<file path="config.mk">
export PLATFORM = sky130hd
export DESIGN_NAME = dlfloat_link_master
export DESIGN_NICKNAME = d
export VERILOG_FILES = /design/src/rtl/dlfloat_link_master.sv
export SDC_FILE = /design/constraint.sdc
export NUM_CORES = 1
export LEC_CHECK = 0
export CORE_UTILIZATION = 30
export DETAILED_ROUTE_END_ITERATION = 10
export GPL_TIMING_DRIVEN = 0
export HOLD_SLACK_MARGIN = 0.05
export SLEW_MARGIN = 20
export SYNTH_ARGS = -nofsm -noshare
export SYNTH_HDL_FRONTEND = slang
export SYNTH_SLANG_ARGS = --single-unit
</file>
<file path="constraint.sdc">
create_clock -name clk -period 5.7 [get_ports clk]
set_clock_uncertainty 0.15 [all_clocks]
set_input_delay 0.57 -clock clk [delete_from_list [all_inputs] [get_ports clk]]
set_output_delay 0.57 -clock clk [all_outputs]
set_load 0.01 [all_outputs]
</file>
<file path="src/rtl/dlfloat_link_master.sv">
// Host-side link master for the DLFloat16 MAC pad interface.
// TX drives operand pairs onto the 16-bit pad bus as A (phase 0) then B (phase 1).
// RX reassembles byte-serial results, keeps tagged words, and buffers them in a FIFO.
// Optional feature macro: DLF_LINK_NAN_FLAG_EN adds res_nan / nan_seen outputs.
module dlfloat_link_master #(
  parameter int unsigned LAT_PAIRS  = 3,
  parameter int unsigned FIFO_DEPTH = 4
) (
  input  logic        clk,
  input  logic        rst_n,
  input  logic        op_valid,
  output logic        op_ready,
  input  logic [15:0] op_a,
  input  logic [15:0] op_b,
  output logic [15:0] pad_out,
  input  logic [7:0]  pad_in,
  output logic        res_valid,
  input  logic        res_ready,
  output logic [15:0] res_data,
  output logic        busy
`ifdef DLF_LINK_NAN_FLAG_EN
  ,
  output logic        res_nan,
  output logic        nan_seen
`endif
);

  localparam int unsigned DW    = 16;
  localparam int unsigned BW    = 8;
  localparam int unsigned PTR_W = (FIFO_DEPTH > 1) ? $clog2(FIFO_DEPTH) : 1;
  localparam int unsigned CNT_W = $clog2(FIFO_DEPTH + 1);

  logic             phase_q,     phase_d;
  logic [DW-1:0]    pad_q,       pad_d;
  logic [DW-1:0]    b_hold_q,    b_hold_d;
  logic [BW-1:0]    hi_q,        hi_d;
  logic [LAT_PAIRS-1:0] tag_q,   tag_d;
  logic [CNT_W-1:0] inflight_q,  inflight_d;
  logic [CNT_W-1:0] count_q,     count_d;
  logic [PTR_W-1:0] rd_q,        rd_d;
  logic [PTR_W-1:0] wr_q,        wr_d;
  logic [DW-1:0]    mem_q [FIFO_DEPTH];
  logic [DW-1:0]    mem_d [FIFO_DEPTH];
  logic             op_ready_q,  op_ready_d;
  logic             res_valid_q, res_valid_d;
  logic [DW-1:0]    res_data_q,  res_data_d;
  logic             busy_q,      busy_d;
`ifdef DLF_LINK_NAN_FLAG_EN
  logic             res_nan_q,   res_nan_d;
  logic             nan_seen_q,  nan_seen_d;
`endif

  logic          accept_c;
  logic          push_c;
  logic          pop_c;
  logic [DW-1:0] word_c;

  // State register with synchronous active-low reset.
  always_ff @(posedge clk) begin
    if (!rst_n) begin
      phase_q     <= 1'b0;
      pad_q       <= '0;
      b_hold_q    <= '0;
      hi_q        <= '0;
      tag_q       <= '0;
      inflight_q  <= '0;
      count_q     <= '0;
      rd_q        <= '0;
      wr_q        <= '0;
      for (int i = 0; i < int'(FIFO_DEPTH); i++) mem_q[i] <= '0;
      op_ready_q  <= 1'b0;
      res_valid_q <= 1'b0;
      res_data_q  <= '0;
      busy_q      <= 1'b0;
`ifdef DLF_LINK_NAN_FLAG_EN
      res_nan_q   <= 1'b0;
      nan_seen_q  <= 1'b0;
`endif
    end else begin
      phase_q     <= phase_d;
      pad_q       <= pad_d;
      b_hold_q    <= b_hold_d;
      hi_q        <= hi_d;
      tag_q       <= tag_d;
      inflight_q  <= inflight_d;
      count_q     <= count_d;
      rd_q        <= rd_d;
      wr_q        <= wr_d;
      mem_q       <= mem_d;
      op_ready_q  <= op_ready_d;
      res_valid_q <= res_valid_d;
      res_data_q  <= res_data_d;
      busy_q      <= busy_d;
`ifdef DLF_LINK_NAN_FLAG_EN
      res_nan_q   <= res_nan_d;
      nan_seen_q  <= nan_seen_d;
`endif
    end
  end

  // Slot sequencing, RX capture, tag pipeline, credits and result FIFO next state.
  always_comb begin
    phase_d    = ~phase_q;
    pad_d      = '0;
    b_hold_d   = b_hold_q;
    hi_d       = hi_q;
    tag_d      = tag_q;
    inflight_d = inflight_q;
    count_d    = count_q;
    rd_d       = rd_q;
    wr_d       = wr_q;
    mem_d      = mem_q;
`ifdef DLF_LINK_NAN_FLAG_EN
    nan_seen_d = nan_seen_q;
`endif

    accept_c = phase_q & op_valid & op_ready_q;
    word_c   = {hi_q, pad_in};
    push_c   = ~phase_q & tag_q[LAT_PAIRS-1];
    pop_c    = res_valid_q & res_ready;

    if (phase_q) begin
      // Phase 1 edge: latch high byte, optionally launch A into the phase-0 slot.
      hi_d = pad_in;
      if (accept_c) begin
        pad_d      = op_a;
        b_hold_d   = op_b;
        tag_d[0]   = 1'b1;
        inflight_d = inflight_q + CNT_W'(1);
      end
    end else begin
      // Phase 0 edge: B follows only if the preceding phase-1 edge accepted.
      pad_d = tag_q[0] ? b_hold_q : '0;
      tag_d = tag_q << 1;
      if (push_c) begin
        inflight_d = inflight_q - CNT_W'(1);
      end
    end

    if (pop_c) begin
      rd_d = rd_q + PTR_W'(1);
    end
    if (push_c) begin
      mem_d[wr_q] = word_c;
      wr_d        = wr_q + PTR_W'(1);
`ifdef DLF_LINK_NAN_FLAG_EN
      if (word_c == 16'hFFFF) nan_seen_d = 1'b1;
`endif
    end

    case ({push_c, pop_c})
      2'b10:   count_d = count_q + CNT_W'(1);
      2'b01:   count_d = count_q - CNT_W'(1);
      default: count_d = count_q;
    endcase

    op_ready_d  = phase_d & (CNT_W'(inflight_d + count_d) < CNT_W'(FIFO_DEPTH));
    res_valid_d = (count_d != '0);
    res_data_d  = mem_d[rd_d];
    busy_d      = (inflight_d != '0) | (count_d != '0);
`ifdef DLF_LINK_NAN_FLAG_EN
    res_nan_d   = (count_d != '0) & (res_data_d == 16'hFFFF);
`endif
  end

  assign op_ready  = op_ready_q;
  assign pad_out   = pad_q;
  assign res_valid = res_valid_q;
  assign res_data  = res_data_q;
  assign busy      = busy_q;
`ifdef DLF_LINK_NAN_FLAG_EN
  assign res_nan   = res_nan_q;
  assign nan_seen  = nan_seen_q;
`endif

endmodule

</file>
Yosys cells after proc, flatten, opt, wreduce, memory -nomap -nowiden. Index checks and enable logic that the tools add are counted.

Flip-flop bits (word level): 137. Bits of input ports: 44. Logic and storage cells: 60.

Add/sub/neg operators: 7. $lt $le $gt $ge: 4. Equality and inequality tests: 2. Multiplexer cells: 15. Bitwise gates (word level): 9. Reductions and logical operators: 5.

Operators by type and width (number): $mux 16 (6); $bwmux 64 (1); $mux 64 (1); $bmux 16 s2 (1); $demux 16 s2 (1); $mux 3 (3); $add 3x1->3 const B (2); $ge 3x3->1 const B (2); $not 2->3 (2); $pmux 3 s2 (1); $reduce_bool 3->1 (2); $sub 3x1->3 const B (2); $and 1x1->1 (5); $add 2x1->2 const B (2); $reduce_and 2->1 (2); $add 3x3->3 (1); $lt 3x1->1 const B (1); $lt 3x3->1 const B (1); $eq 2x1->1 const B (1); $eq 2x2->1 const B (1); $mux 2 (1); $logic_and 1x1->1 (1); $not 1->1 (1); $or 1x1->1 (1).

Depth between registers and ports, before layout.
Depth after elaboration: 10. Gate-level depth with buffers: 12. Gate-level depth less buffers: 10.

Least setup slack after synthesis. No wires, ideal clock.

Kind: register to register. Start point: register phase_q. End point: register op_ready_q (netlist: op_ready). Setup time: 0.074 ns. Arrival time: 2.467 ns. Path slack: 3.008 ns. Cell stages (with the launch flop): 13. Buffers on the path: 2. Period minus slack after synthesis: 2.692 ns. Cells stage by stage: dfxtp_1 buf_4 nor2b_2 buf_12 inv_2 ha_1 fa_1 mux2i_1 inv_1 ha_1 a41oi_1 xnor3_1 nor3_2.

Cells in the longest elaborated chain, start to end: 7. Elaborated cells between the ends (all ways): 13.

Ends and longest elaborated chain: start, declared (line 33) `logic phase_q, phase_d;`; start signal, assigned (line 80) `phase_q <= phase_d;`; $not 1->1 * (line 119) `push_c = ~phase_q & tag_q[LAT_PAIRS-1];`; $and 1x1->1 * (line 119); $eq 2x1->1 or $eq 2x2->1 (tied branches) (line 151) `case ({push_c, pop_c})`; $pmux 3 s2 * (line 151); net count_d[1] (line 39) `logic [CNT_W-1:0] count_q, count_d;`; $add 3x3->3 * (line 157) `op_ready_d = phase_d & (CNT_W'(inflight_d + count_d) < CNT_W'(FIFO_DEPTH));`; $lt 3x3->1 * (line 157); $and 1x1->1 * (line 157); end signal, assigned (line 90) `op_ready_q <= op_ready_d;`; end, declared (line 44) `logic op_ready_q, op_ready_d;`.

Mark *: on every way through the listed nets, which the timed path passes. The rest lies on a longest branch. A chain may end at the register's enable or synchronous reset.

Worst setup path in the final report. Same ends and word-level chain as after synthesis.

==> results.yml <==
sta:
  tightest_slew_ns: 0.747
  rsz0062_at_grt: "no"
  timing.slew.headroom_pct: 50.2
  hold_viol: 0
  setup_ws_ns: 2.78
  fin_crit_ns: 2.92
  whs_ns: 0.308
  slew_viol_final: 0
  fmax_mhz: 342
  finalSetupTns_ns: 0
  setup_viol: 0
  fin_crit_sh_pct: 51.2
critical_path:
  critical_path_required_ns: 5.89
  slowest_stage: "fa_1"
  critPathBufInv: 4
  end_kind: "flop"
  cp_max_fo: 10
  crit_path_frequent_cell: "ha_1"
  cp_cell_sequence: "buf_4 > nor2b_2 > buf_12 > inv_2 > ha_1 > fa_1 > mux2i_1 > inv_1 > ha_1 > a41oi_1 > xnor3_1 > nor3_2"
  crit_start: "phase_q"
  crit_type: "reg2reg"
  cpPeakStageDelay_ns: 0.44
  crit_path_start_kind: "flop"
  worstPathArrival_ns: 3.11
  critical-path-top-delay-family: "adder cells"
  r2r-start: "phase_q"
clock_tree:
  clkLatencyLatePin_ns: 0.41
  numCtsBuffers: 17
  path_clk_slew_ns: 0.06
  holdBufCountCts: 0
  cts_tree: "yes"
  clk_path_buf_depth: 2
  htreeDepth: 4
  cts-root-buf: "clkbuf_16"
  postCtsSetupBuffers: 0
  cts.sinks: 137
  cts_resized: 0
synthesis:
  ys_seq_area_share_pct: 51.9
  yosysWarnings: 0
  syn_avg_cell_area_um2: 11.2
  syn_nets: 525
  netlist_instances: 472
  synth-seq-cells: 137
  ys_top_cells_by_area: "dfxtp_1, mux2i_1, nor2_1"
  synth-edff-count: 0
  yosys.cell_types.count: 40
  synth_top_flop_cell: "dfxtp_1"
  synth_top_area_cell: "dfxtp_1"
  netlist_area_um2: 5290
  synthArstFlopShare_pct: 0
  synth_top_area_share_pct: 51.9
finish:
  antenna_cells: 0
  design_area_um2: 6930
  nFillCells: 1631
  drive_gt1_share_pct: 11.5
  final_nets: 622
  syn2layout_area_growth_pct: 31.1
place:
  routabilityCongestion: 0.759
  port_buffers: 78
  post-place-ws_ns: 2.47
  place_area_um2: 6350
  hpwl_mm: 8.47
detailed_routing:
  vias: 3697
  wire_per_inst_um: 15.4
  vias_per_cell: 4.58
  drt-total-wl_mm: 12.4
  drt.antenna.violating_nets: 0
  drc_errors: 0
  drt-initial-drc-count: 196
  first_pass_iters: 4
run_status:
  status: "completed"
floorplan:
  die_x_um: 135
  start_util_pct: 30.7
  core_area_um2: 17200
  fp.dieH_um: 135
  ioPinCount: 79
  rows: 48
  die_area_um2: 18200
grt:
  grt_usage_pct: 14.7
  grt_antenna_before_repair: 0
  grt_pass1_wl_mm: 20.0
  overflow: 0
  grt_pass1_vias: 3871
  grt_max_degree: 17
worst_hold_path:
  hp-start: "b_hold_q[0]"
  hold_class: "reg2reg"
pwr:
  p_leak_uw: 0.00309
  pwr_density_cell_nw_per_um2: 309
  ir_drop_mv: 0.213
run:
  cap_violations: 0
[cell families (layout without fill, tap and decap cells)]
logic type	after synthesis	count (layout)	share of synthesized area (%)
fa+ha+maj	9	9	2.27
xor+xnor	8	8	2.23
buf+inv	34	144	4.10
simple gates	152	152	12.9
flops	137	137	51.9
mux	91	91	21.0
compound gates	41	41	5.61
[path summary, 6_finish.rpt]
kind / slack, ns / cells after the start / endpoint
setup / recovery: 2.78 / 12 / op_ready
hold / removal: 0.31 / 2 / b_hold_q[0]
setup reg to reg: 2.78 / 12 / op_ready
hold reg to reg: 0.31 / 2 / b_hold_q[0]
[placed cells by master, fill, tap and decap left out, types with 5 or more instances in the layout]
master,n
dfxtp_1,137
nor2_1,99
clkdlybuf4s50_1,78
mux2i_1,75
nand2_1,34
clkbuf_1,20
a21oi_1,17
clkbuf_16,17
mux4_2,16
a22o_1,16
ha_1,8
inv_1,5
and2_1,5
[metrics by stage]
step                      total power [uW]  utilization [%]  cells
after floorplan                       1030                -    472
after global placement                1080             36.8    775
after detailed placement              1080             36.8    775
after CTS                             2170             40.2    807
after global routing                  2220             40.2    807
final                                 2140             40.2    807
[power by group]
group | switching, uW | internal [uW]
registers | 7.17 | 967
logic | 43.7 | 43.4
clock network | 409 | 668
total | 460 | 1680
[layout make-up]
class | instances | area [um2] | area share, %
well taps | 225 | 282 | 4.06
clock inverters | 10 | 118 | 1.70
flip-flops and latches | 137 | 2740 | 39.6
inverters | 7 | 26.3 | 0.379
multi-input cells | 301 | 2330 | 33.6
plain buffers | 27 | 190 | 2.74
clock buffers | 22 | 464 | 6.70
repair buffers | 78 | 781 | 11.3
[worst min-delay path, stage by stage (launching register included)]
cell,delay [ns]
dfxtp_1,0.31
nand2_1,0.05
a21oi_1,0.05
[registers in the layout (all words and copies together) (netlist names)]
name,cells
b_hold_q,16
op_ready,1
rd_q,2
res_valid,1
hi_q,8
busy,1
phase_q,1
res_data,16
wr_q,2
tag_q,3
mem_q,64
inflight_q,3
pad_out,16
count_q,3
[synthesized netlist by cell type, types with 2 or more instances]
cell and n:
mux2i_1 75, buf_12 4, nand2_1 34, xnor2_1 4
o21ai_1 2, mux4_2 16, and3_1 2, buf_1 2
inv_2 2, clkbuf_1 17, ha_1 8, nor2_1 99
and2_1 5, nand3_1 2, a22o_1 16, nand2_8 4
dfxtp_1 137, a21oi_1 17, inv_1 5
[metal layers]
layer	GRT usage, %	wire [um]
met2	24.0	5870
met1	18.2	5560
met3	4.09	694
met5	0	0
met4	6.18	304
No activity file was read; power rests on OpenSTA's default activity.
